<file path="src/rtl/i2c_bus_monitor_if.sv">
// Signal bundle between the I2C bus monitor and its surroundings: the observed bus
// lines, the event read handshake and the status flags.
interface i2c_bus_monitor_if;
  logic       iscl;
  logic       isda;
  logic       iready;
  logic       iclr_ovf;
  logic       ovalid;
  logic [2:0] oev_type;
  logic [7:0] oev_data;
  logic       oev_ack;
  logic       orw;
  logic       obusy;
  logic       otimeout;
  logic       oovf;

  // Environment side: drives the bus lines and consumes events.
  modport master (
    output iscl, isda, iready, iclr_ovf,
    input  ovalid, oev_type, oev_data, oev_ack, orw, obusy, otimeout, oovf
  );

  // Monitor side.
  modport slave (
    input  iscl, isda, iready, iclr_ovf,
    output ovalid, oev_type, oev_data, oev_ack, orw, obusy, otimeout, oovf
  );
endinterface

</file>
<file path="src/rtl/i2c_bus_monitor.sv">
// Passive I2C bus monitor: synchronises and de-glitches SCL/SDA, decodes START,
// repeated START, address/data bytes with ACK, STOP and stuck-SCL timeouts, and
// queues each event in a small first-word-fall-through FIFO. Never drives the bus.
module i2c_bus_monitor #(
  parameter int unsigned SYNC_STAGES = 2,
  parameter int unsigned FILT_LEN    = 3,
  parameter int unsigned TOUT_CYC    = 96000,
  parameter int unsigned IDLE_CYC    = 768,
  parameter int unsigned FIFO_DEPTH  = 4
) (
  input logic              iclk,
  input logic              irst_n,
  i2c_bus_monitor_if.slave bus
);

  localparam int unsigned FiltW = (FILT_LEN > 1) ? $clog2(FILT_LEN) : 1;
  localparam int unsigned ToutW = $clog2(TOUT_CYC + 1);
  localparam int unsigned IdleW = $clog2(IDLE_CYC + 1);
  localparam int unsigned PtrW  = $clog2(FIFO_DEPTH);

  localparam logic [FiltW-1:0] FiltMax = FiltW'(FILT_LEN - 1);
  localparam logic [ToutW-1:0] ToutMax = ToutW'(TOUT_CYC - 1);
  localparam logic [ToutW-1:0] ToutSat = ToutW'(TOUT_CYC);
  localparam logic [IdleW-1:0] IdleMax = IdleW'(IDLE_CYC - 1);
  localparam logic [IdleW-1:0] IdleSat = IdleW'(IDLE_CYC);

  localparam logic [2:0] EvStart   = 3'd0;
  localparam logic [2:0] EvRstart  = 3'd1;
  localparam logic [2:0] EvAddr    = 3'd2;
  localparam logic [2:0] EvData    = 3'd3;
  localparam logic [2:0] EvStop    = 3'd4;
  localparam logic [2:0] EvTimeout = 3'd5;

  typedef enum logic [1:0] {StIdle, StAddr, StData, StStuck} state_e;

  // ---------------------------------------------------------------------------
  // Reset: asserted asynchronously, released synchronously to iclk.
  logic [1:0] rst_sync_q;
  logic       rst_n;

  // Reset release synchroniser.
  always_ff @(posedge iclk or negedge irst_n) begin
    if (!irst_n) begin
      rst_sync_q <= 2'b00;
    end else begin
      rst_sync_q <= {rst_sync_q[0], 1'b1};
    end
  end

  assign rst_n = rst_sync_q[1];

  // ---------------------------------------------------------------------------
  // Input synchronisers and glitch filter. Index 1 = SCL, index 0 = SDA.
  logic [SYNC_STAGES-1:0] scl_sync_q;
  logic [SYNC_STAGES-1:0] sda_sync_q;
  logic [1:0]             line_s;
  logic [1:0]             line_f_q;
  logic [FiltW-1:0]       filt_cnt_q [2];
  logic                   scl_f;
  logic                   sda_f;

  // Metastability synchronisers on both lines; idle bus reads as released.
  always_ff @(posedge iclk or negedge rst_n) begin
    if (!rst_n) begin
      scl_sync_q <= '1;
      sda_sync_q <= '1;
    end else begin
      scl_sync_q <= {scl_sync_q[SYNC_STAGES-2:0], bus.iscl};
      sda_sync_q <= {sda_sync_q[SYNC_STAGES-2:0], bus.isda};
    end
  end

  assign line_s = {scl_sync_q[SYNC_STAGES-1], sda_sync_q[SYNC_STAGES-1]};

  // Filtered line follows only after FILT_LEN consecutive differing samples.
  always_ff @(posedge iclk or negedge rst_n) begin
    if (!rst_n) begin
      line_f_q      <= 2'b11;
      filt_cnt_q[0] <= '0;
      filt_cnt_q[1] <= '0;
    end else begin
      for (int i = 0; i < 2; i++) begin
        if (line_s[i] == line_f_q[i]) begin
          filt_cnt_q[i] <= '0;
        end else if (filt_cnt_q[i] == FiltMax) begin
          line_f_q[i]   <= line_s[i];
          filt_cnt_q[i] <= '0;
        end else begin
          filt_cnt_q[i] <= filt_cnt_q[i] + FiltW'(1);
        end
      end
    end
  end

  assign scl_f = line_f_q[1];
  assign sda_f = line_f_q[0];

  // ---------------------------------------------------------------------------
  // Registered line-condition detection.
  logic scl_p_q;
  logic sda_p_q;
  logic start_q;
  logic stop_q;
  logic sample_q;
  logic bit_q;

  // One-cycle pulses for START, STOP and SCL rising edge (with the SDA bit).
  always_ff @(posedge iclk or negedge rst_n) begin
    if (!rst_n) begin
      scl_p_q  <= 1'b1;
      sda_p_q  <= 1'b1;
      start_q  <= 1'b0;
      stop_q   <= 1'b0;
      sample_q <= 1'b0;
      bit_q    <= 1'b0;
    end else begin
      scl_p_q  <= scl_f;
      sda_p_q  <= sda_f;
      start_q  <= scl_f & scl_p_q & sda_p_q & ~sda_f;
      stop_q   <= scl_f & scl_p_q & ~sda_p_q & sda_f;
      sample_q <= ~scl_p_q & scl_f;
      bit_q    <= sda_f;
    end
  end

  // ---------------------------------------------------------------------------
  // SCL-low and bus-idle cycle counters, both saturating.
  logic [ToutW-1:0] low_cnt_q;
  logic [IdleW-1:0] idle_cnt_q;
  logic             tout_hit;
  logic             idle_hit;

  // Count consecutive SCL-low cycles and consecutive both-lines-high cycles.
  always_ff @(posedge iclk or negedge rst_n) begin
    if (!rst_n) begin
      low_cnt_q  <= '0;
      idle_cnt_q <= '0;
    end else begin
      if (scl_f) begin
        low_cnt_q <= '0;
      end else if (low_cnt_q != ToutSat) begin
        low_cnt_q <= low_cnt_q + ToutW'(1);
      end
      if (!(scl_f && sda_f)) begin
        idle_cnt_q <= '0;
      end else if (idle_cnt_q != IdleSat) begin
        idle_cnt_q <= idle_cnt_q + IdleW'(1);
      end
    end
  end

  // Fires once, on the TOUT_CYC-th consecutive low cycle.
  assign tout_hit = ~scl_f & (low_cnt_q == ToutMax);
  assign idle_hit = scl_f & sda_f & (idle_cnt_q == IdleMax);

  // ---------------------------------------------------------------------------
  // Protocol FSM.
  state_e     state_q, state_d;
  logic [3:0] bitcnt_q, bitcnt_d;
  logic [7:0] shift_q, shift_d;
  logic       rw_q, rw_d;
  logic       hi_bit_q, hi_bit_d;
  logic [3:0] abort_cnt;
  logic       ev_push;
  logic [2:0] ev_type;
  logic [7:0] ev_data;
  logic       ev_ack;

  // FSM state and byte-assembly registers.
  always_ff @(posedge iclk or negedge rst_n) begin
    if (!rst_n) begin
      state_q  <= StIdle;
      bitcnt_q <= '0;
      shift_q  <= '0;
      rw_q     <= 1'b0;
      hi_bit_q <= 1'b0;
    end else begin
      state_q  <= state_d;
      bitcnt_q <= bitcnt_d;
      shift_q  <= shift_d;
      rw_q     <= rw_d;
      hi_bit_q <= hi_bit_d;
    end
  end

  // Next state, byte framing and event generation.
  always_comb begin
    state_d  = state_q;
    bitcnt_d = bitcnt_q;
    shift_d  = shift_q;
    rw_d     = rw_q;
    hi_bit_d = hi_bit_q;
    ev_push  = 1'b0;
    ev_type  = EvStart;
    ev_data  = '0;
    ev_ack   = 1'b0;

    // A bit sampled in the SCL-high phase that a START/STOP lands in is not data
    // (Sr and P always raise SCL first), so it is left out of the aborted count.
    if (hi_bit_q && (bitcnt_q != 4'd0)) begin
      abort_cnt = bitcnt_q - 4'd1;
    end else begin
      abort_cnt = bitcnt_q;
    end

    if (sample_q) begin
      hi_bit_d = 1'b1;
    end else if (!scl_p_q) begin
      hi_bit_d = 1'b0;
    end

    unique case (state_q)
      StIdle: begin
        if (start_q) begin
          ev_push  = 1'b1;
          ev_type  = EvStart;
          bitcnt_d = '0;
          state_d  = StAddr;
        end
      end
      StAddr, StData: begin
        if (start_q) begin
          ev_push  = 1'b1;
          ev_type  = EvRstart;
          ev_data  = {4'd0, abort_cnt};
          bitcnt_d = '0;
          state_d  = StAddr;
        end else if (stop_q) begin
          ev_push  = 1'b1;
          ev_type  = EvStop;
          ev_data  = {4'd0, abort_cnt};
          bitcnt_d = '0;
          state_d  = StIdle;
        end else if (tout_hit) begin
          ev_push  = 1'b1;
          ev_type  = EvTimeout;
          ev_data  = {4'd0, abort_cnt};
          bitcnt_d = '0;
          state_d  = StStuck;
        end else if (sample_q) begin
          if (bitcnt_q == 4'd8) begin
            // Ninth clock carries the ACK (SDA low = ACK).
            ev_push  = 1'b1;
            ev_type  = (state_q == StAddr) ? EvAddr : EvData;
            ev_data  = shift_q;
            ev_ack   = ~bit_q;
            bitcnt_d = '0;
            if (state_q == StAddr) begin
              rw_d = shift_q[0];
            end
            state_d = StData;
          end else begin
            shift_d  = {shift_q[6:0], bit_q};
            bitcnt_d = bitcnt_q + 4'd1;
          end
        end
      end
      StStuck: begin
        if (start_q) begin
          ev_push  = 1'b1;
          ev_type  = EvStart;
          bitcnt_d = '0;
          state_d  = StAddr;
        end else if (idle_hit) begin
          state_d = StIdle;
        end
      end
      default: state_d = StIdle;
    endcase
  end

  // ---------------------------------------------------------------------------
  // Event FIFO, first-word fall-through. Entry = {type, data, ack}.
  logic [11:0]   mem_q [FIFO_DEPTH];
  logic [PtrW:0] wptr_q;
  logic [PtrW:0] rptr_q;
  logic          empty;
  logic          full;
  logic          pop;
  logic          push;
  logic          drop;
  logic          ovf_q;
  logic [11:0]   head;

  assign empty = (wptr_q == rptr_q);
  assign full  = (wptr_q[PtrW] != rptr_q[PtrW]) &&
                 (wptr_q[PtrW-1:0] == rptr_q[PtrW-1:0]);
  assign pop   = ~empty & bus.iready;
  // A pop in the same cycle frees the slot, so a full FIFO still accepts.
  assign push  = ev_push & (~full | pop);
  assign drop  = ev_push & full & ~pop;

  // FIFO storage and pointers.
  always_ff @(posedge iclk or negedge rst_n) begin
    if (!rst_n) begin
      for (int i = 0; i < FIFO_DEPTH; i++) begin
        mem_q[i] <= '0;
      end
      wptr_q <= '0;
      rptr_q <= '0;
    end else begin
      if (push) begin
        mem_q[wptr_q[PtrW-1:0]] <= {ev_type, ev_data, ev_ack};
        wptr_q <= wptr_q + (PtrW + 1)'(1);
      end
      if (pop) begin
        rptr_q <= rptr_q + (PtrW + 1)'(1);
      end
    end
  end

  // Sticky overflow flag; a drop in the clear cycle keeps it set.
  always_ff @(posedge iclk or negedge rst_n) begin
    if (!rst_n) begin
      ovf_q <= 1'b0;
    end else if (drop) begin
      ovf_q <= 1'b1;
    end else if (bus.iclr_ovf) begin
      ovf_q <= 1'b0;
    end
  end

  assign head = empty ? 12'd0 : mem_q[rptr_q[PtrW-1:0]];

  assign bus.ovalid   = ~empty;
  assign bus.oev_type = head[11:9];
  assign bus.oev_data = head[8:1];
  assign bus.oev_ack  = head[0];
  assign bus.orw      = rw_q;
  assign bus.obusy    = (state_q != StIdle);
  assign bus.otimeout = (state_q == StStuck);
  assign bus.oovf     = ovf_q;

endmodule

</file>
<file path="src/flat_wrapper.sv">
// flat-port wrapper written by rule: the top's interface ports become plain ports
module i2c_bus_monitor_flat 
#(
  parameter int unsigned SYNC_STAGES = 2,
  parameter int unsigned FILT_LEN    = 3,
  parameter int unsigned TOUT_CYC    = 96000,
  parameter int unsigned IDLE_CYC    = 768,
  parameter int unsigned FIFO_DEPTH  = 4
)
  (iclk, irst_n, bus_iscl, bus_isda, bus_iready, bus_iclr_ovf, bus_ovalid, bus_oev_type, bus_oev_data, bus_oev_ack, bus_orw, bus_obusy, bus_otimeout, bus_oovf);
  i2c_bus_monitor_if bus_i ();
  input logic iclk;
  input logic irst_n;
  input wire logic [$bits(bus_i.iscl)-1:0] bus_iscl;
  input wire logic [$bits(bus_i.isda)-1:0] bus_isda;
  input wire logic [$bits(bus_i.iready)-1:0] bus_iready;
  input wire logic [$bits(bus_i.iclr_ovf)-1:0] bus_iclr_ovf;
  output wire logic [$bits(bus_i.ovalid)-1:0] bus_ovalid;
  output wire logic [$bits(bus_i.oev_type)-1:0] bus_oev_type;
  output wire logic [$bits(bus_i.oev_data)-1:0] bus_oev_data;
  output wire logic [$bits(bus_i.oev_ack)-1:0] bus_oev_ack;
  output wire logic [$bits(bus_i.orw)-1:0] bus_orw;
  output wire logic [$bits(bus_i.obusy)-1:0] bus_obusy;
  output wire logic [$bits(bus_i.otimeout)-1:0] bus_otimeout;
  output wire logic [$bits(bus_i.oovf)-1:0] bus_oovf;
  assign bus_i.iscl = bus_iscl;
  assign bus_i.isda = bus_isda;
  assign bus_i.iready = bus_iready;
  assign bus_i.iclr_ovf = bus_iclr_ovf;
  assign bus_ovalid = bus_i.ovalid;
  assign bus_oev_type = bus_i.oev_type;
  assign bus_oev_data = bus_i.oev_data;
  assign bus_oev_ack = bus_i.oev_ack;
  assign bus_orw = bus_i.orw;
  assign bus_obusy = bus_i.obusy;
  assign bus_otimeout = bus_i.otimeout;
  assign bus_oovf = bus_i.oovf;
  i2c_bus_monitor #(.SYNC_STAGES(SYNC_STAGES), .FILT_LEN(FILT_LEN), .TOUT_CYC(TOUT_CYC), .IDLE_CYC(IDLE_CYC), .FIFO_DEPTH(FIFO_DEPTH)) u_core (.iclk(iclk), .irst_n(irst_n), .bus(bus_i));
endmodule
</file>
<file path="config.mk">
export PLATFORM = sky130hd
export DESIGN_NAME = i2c_bus_monitor_flat
export DESIGN_NICKNAME = d
export VERILOG_FILES = /design/src/rtl/i2c_bus_monitor_if.sv /design/src/rtl/i2c_bus_monitor.sv /design/src/flat_wrapper.sv
export SDC_FILE = /design/constraint.sdc
export NUM_CORES = 1
export LEC_CHECK = 0
export CAP_MARGIN = 20
export CORE_MARGIN = 2
export CORE_UTILIZATION = 35
export DETAILED_ROUTE_END_ITERATION = 12
export PLACE_DENSITY = 0.6
export SKIP_CTS_REPAIR_TIMING = 1
export SYNTH_ARGS = -nofsm -noshare
export SYNTH_HDL_FRONTEND = slang
export SYNTH_SLANG_ARGS = --single-unit
</file>
<file path="constraint.sdc">
create_clock -name iclk -period 9.6 [get_ports iclk]
set_input_delay 0.96 -clock iclk [delete_from_list [all_inputs] [get_ports iclk]]
set_output_delay 0.96 -clock iclk [all_outputs]
set_load 0.1 [all_outputs]
</file>
==> results.sh <==
export IMPL_clkPwrFrac_pct=29.8
export IMPL_pwr_share_seq_pct=39.2
export IMPL_worst_hold_slack_ns=0.344
export IMPL_swShare_pct=36.7
export IMPL_hold_class="register to register"
export IMPL_start_kind="register"
export IMPL_netlist_area_um2=5690
export IMPL_synthMostInstantiatedCell="sky130_fd_sc_hd__dfrtp_1"
export IMPL_synth_top_area_cell="sky130_fd_sc_hd__dfrtp_1"
export IMPL_finalWorstSetupSlack_ns=5.36
export IMPL_yosysWarnings=0
export IMPL_numCtsBuffers=17
export IMPL_status="complete, no violations"
export IMPL_detail_route_first_pass_iterations=4
export IMPL_grt_use_total_pct=13.6
export IMPL_top_level_port_count=23
export IMPL_setup_violations=0
export IMPL_critPathKind="register to primary output"
export IMPL_clock_latency_at_the_later_pin_of_the_worst_skew_pair_ns=0.42
export IMPL_combPwrFrac_pct=31.0
export IMPL_antenna_left=0
export IMPL_final_net_count=519
export IMPL_vias_per_cell=4.98
export IMPL_global_route_wire_length_before_repair_um=18700
export IMPL_drtIter0Drc=145
export IMPL_arrival_ns=3.28
export IMPL_clkSlewWorstSetupHoldPaths_ns=0.05
export IMPL_clock_path_buffers=2
export IMPL_numClockSinks=116
export IMPL_cap_viol_max_count=0
export IMPL_drc=0
export IMPL_synth_top_flop_cell="sky130_fd_sc_hd__dfrtp_1"
export IMPL_die_width_um=131
export IMPL_clock_skew_ns=0.00932
export IMPL_floorplan_initialDensity_pct=35.8
export IMPL_totalNegativeSetupSlack_ns=0
export IMPL_final_hold_viol_count=0
export IMPL_power_ir_vdd_worst_uv=155
export IMPL_synth_top_cell_area_share_pct=47.5
export IMPL_p_sw_mw=0.678
export IMPL_postSynthAreaPerCell_um2=12.0
export IMPL_antenna_diode_count=0
export IMPL_port_buffers=22
export IMPL_hpwl_um=7440
export IMPL_syn2layout_area_growth_pct=16.3
export IMPL_final_layout_size_suffix_gt1_share_pct=24.8
export IMPL_leakage_nw=2.87
export IMPL_wl_per_cell_um=15.0
export IMPL_postRouteWirelength_um=10900
export IMPL_via_count=3608
export IMPL_clock_root_buffer="sky130_fd_sc_hd__clkbuf_16"
export IMPL_max_freq_mhz=236
export IMPL_post_synth_most_frequent_cells="sky130_fd_sc_hd__dfrtp_1 (108), sky130_fd_sc_hd__mux2_2 (58), sky130_fd_sc_hd__nor2_1 (36)"
export IMPL_grt_start_max_net_pins=64
export IMPL_overflow=0
export IMPL_postPlaceCellArea_um2=6100
export IMPL_floorplan_die_area_um2=17300
export IMPL_worstPathRequired_ns=8.64
export IMPL_antenna_found_initial=0
export IMPL_h_tree_depth=4
export IMPL_cellPowerDensity_nw_per_um2=279
export IMPL_vias_in_the_first_global_route=3744
export IMPL_fin_crit_sh_pct=44.1
export IMPL_cts_tree="built"
export IMPL_post_synth_inst_count=473
export IMPL_period_needed_ns=4.24
export IMPL_gp_congestion=0.798
export IMPL_core_region_area_um2=15900
export IMPL_netlist_top_cells_area="sky130_fd_sc_hd__dfrtp_1 (48%), sky130_fd_sc_hd__mux2_2 (11%), sky130_fd_sc_hd__mux4_2 (4.8%)"
export IMPL_synthesized_nets=494
export IMPL_rrSetupSlack_ns=6.90
export IMPL_power_total_mw=1.85
export IMPL_setup_ws_pre_cts_ns=5.70
export IMPL_highest_net_fanout_along_the_worst_path=15
export IMPL_floorplan_rows=46
export IMPL_synth_cell_type_count=55
export IMPL_synth_edff_count=0
export IMPL_slew_headroom_pct=34.5
export IMPL_postLayoutCellArea_um2=6620
export IMPL_rsz0062_at_grt="no"
export IMPL_worstMarginPinSlew_ns=0.979
export IMPL_synth_ff_latch_count=116
export IMPL_timing_critical_path_to_type="primary output"
export IMPL_synth_async_sr_flop_share_pct=100
export IMPL_internal_power_mw=1.17
export IMPL_die_y_um=131
export IMPL_timing_max_transition_violations_final=0
export IMPL_yosysSeqAreaShare_pct=51.2
==> cell families (layout without fill, tap and decap cells) <==
| logic type | after synthesis | in the layout | share of synthesized area [%] |
|---|---|---|---|
| buffers and inverters | 39 | 75 | 3.23 |
| XOR/XNOR | 29 | 29 | 4.47 |
| AO/OA/AOI/OAI | 47 | 47 | 5.92 |
| flip-flops | 116 | 116 | 51.2 |
| multiplexers | 74 | 74 | 17.0 |
| other | 1 | 1 | 0.0659 |
| adder cells (fa/ha/maj) | 15 | 15 | 3.30 |
| AND/OR/NAND/NOR | 152 | 152 | 14.8 |
==> power by group through the flow <==
stage               Combinational (mW)  Sequential, mW  Clock (mW)
finish                           0.573           0.724       0.550
detailed placement               0.576           0.733           0
floorplan                        0.508           0.662           0
global route                     0.630           0.747       0.586
global placement                 0.560           0.727           0
CTS                              0.579           0.727       0.563
==> final cells by class <==
cell class                 instances  area [um2]
clock buffer                      25         485
fill                            1517        9270
clock inverter                     5        27.5
multi-input combinational        318        2590
tap                              216         270
sequential                       116        2920
inverter                          18        67.6
timing repair buffer              27         258
==> final timing paths <==
check,start,endpoint,depth (start not counted)
setup reg to reg,u_core.rptr_q[0]$_DFFE_PN0P_,u_core.mem_q[22]$_DFFE_PN0P_,6
min in group asynchronous,u_core.rst_sync_q[1]$_DFF_PN0_,u_core.shift_q[6]$_DFFE_PN0P_,0
setup / recovery,u_core.rptr_q[0]$_DFFE_PN0P_,bus_oev_data[4],4
max in group asynchronous,u_core.rst_sync_q[1]$_DFF_PN0_,u_core.rptr_q[0]$_DFFE_PN0P_,1
hold / removal,u_core.rst_sync_q[0]$_DFF_PN0_,u_core.rst_sync_q[1]$_DFF_PN0_,0
hold reg to reg,u_core.rst_sync_q[0]$_DFF_PN0_,u_core.rst_sync_q[1]$_DFF_PN0_,0
==> stage by stage <==
| stage | cells | utilization, % |
|---|---|---|
| 6_report | 725 | 41.6 |
| 5_1_grt | 725 | 41.6 |
| 4_1_cts | 725 | 41.6 |
| 3_5_place_dp | 695 | 38.4 |
| 3_3_place_gp | 694 | 38.4 |
| 2_1_floorplan | 473 | - |
==> layout by cell type (no fill, tap or decap), types with 2 or more instances in the layout <==
cell type | synthesis | layout
sky130_fd_sc_hd__nor3_1 | 12 | 12
sky130_fd_sc_hd__clkbuf_16 | 0 | 17
sky130_fd_sc_hd__a21oi_1 | 9 | 9
sky130_fd_sc_hd__clkdlybuf4s50_1 | 0 | 22
sky130_fd_sc_hd__and4b_1 | 2 | 2
sky130_fd_sc_hd__nor2b_1 | 4 | 4
sky130_fd_sc_hd__buf_4 | 3 | 5
sky130_fd_sc_hd__and3_2 | 5 | 5
sky130_fd_sc_hd__a21boi_0 | 2 | 2
sky130_fd_sc_hd__a21o_1 | 3 | 3
sky130_fd_sc_hd__nor3b_1 | 4 | 4
sky130_fd_sc_hd__a211oi_1 | 4 | 4
sky130_fd_sc_hd__o21ai_0 | 14 | 14
sky130_fd_sc_hd__o31ai_1 | 5 | 5
sky130_fd_sc_hd__mux2_2 | 58 | 58
sky130_fd_sc_hd__dfstp_2 | 8 | 8
sky130_fd_sc_hd__clkinv_2 | 0 | 4
sky130_fd_sc_hd__nand3b_1 | 3 | 3
sky130_fd_sc_hd__nand2_1 | 17 | 17
sky130_fd_sc_hd__clkbuf_8 | 0 | 3
sky130_fd_sc_hd__inv_1 | 18 | 18
sky130_fd_sc_hd__or2_2 | 2 | 2
sky130_fd_sc_hd__nand2b_1 | 4 | 4
sky130_fd_sc_hd__nand4_1 | 7 | 7
sky130_fd_sc_hd__mux2i_1 | 3 | 3
sky130_fd_sc_hd__nor4_1 | 5 | 5
sky130_fd_sc_hd__nand4b_1 | 2 | 2
sky130_fd_sc_hd__xor2_1 | 11 | 11
sky130_fd_sc_hd__nand3_1 | 23 | 23
sky130_fd_sc_hd__mux4_2 | 12 | 12
sky130_fd_sc_hd__a211oi_4 | 2 | 2
sky130_fd_sc_hd__xnor2_1 | 18 | 18
sky130_fd_sc_hd__clkbuf_1 | 12 | 5
sky130_fd_sc_hd__or3_1 | 2 | 2
sky130_fd_sc_hd__nor2_1 | 36 | 36
sky130_fd_sc_hd__and2_1 | 15 | 15
sky130_fd_sc_hd__ha_1 | 15 | 15
sky130_fd_sc_hd__dfrtp_1 | 108 | 107
==> registers in the layout, indices dropped and copies added, names as in the netlist, 2 cells and up <==
name / flops
u_core.mem_q: 48
u_core.low_cnt_q: 17
u_core.idle_cnt_q: 10
u_core.shift_q: 8
u_core.bitcnt_q: 4
u_core.filt_cnt_q: 4
u_core.rptr_q: 3
u_core.wptr_q: 3
u_core.line_f_q: 2
u_core.rst_sync_q: 2
u_core.scl_sync_q: 2
u_core.sda_sync_q: 2
u_core.state_q: 2
==> layer usage <==
metal  up-vias  routed length [um]  global-route usage [%]  share of wire (%)
li1       1729                   -                       -                  -
met1      1817                5180                    17.8                 48
met2        43                5180                    21.0                 48
met3        19                 326                    3.67                3.0
met4         0                 211                    6.16                1.9
met5         -                   0                       0                  0
==> worst max-delay path, cell delays in order, from the launching register on <==
cell,delay [ns]
sky130_fd_sc_hd__dfrtp_1,0.91
sky130_fd_sc_hd__xnor2_1,0.18
sky130_fd_sc_hd__nand3b_1,0.42
sky130_fd_sc_hd__and2_1,0.21
sky130_fd_sc_hd__clkdlybuf4s50_1,1.13
Note: power is estimated with default switching activity, not from simulation.
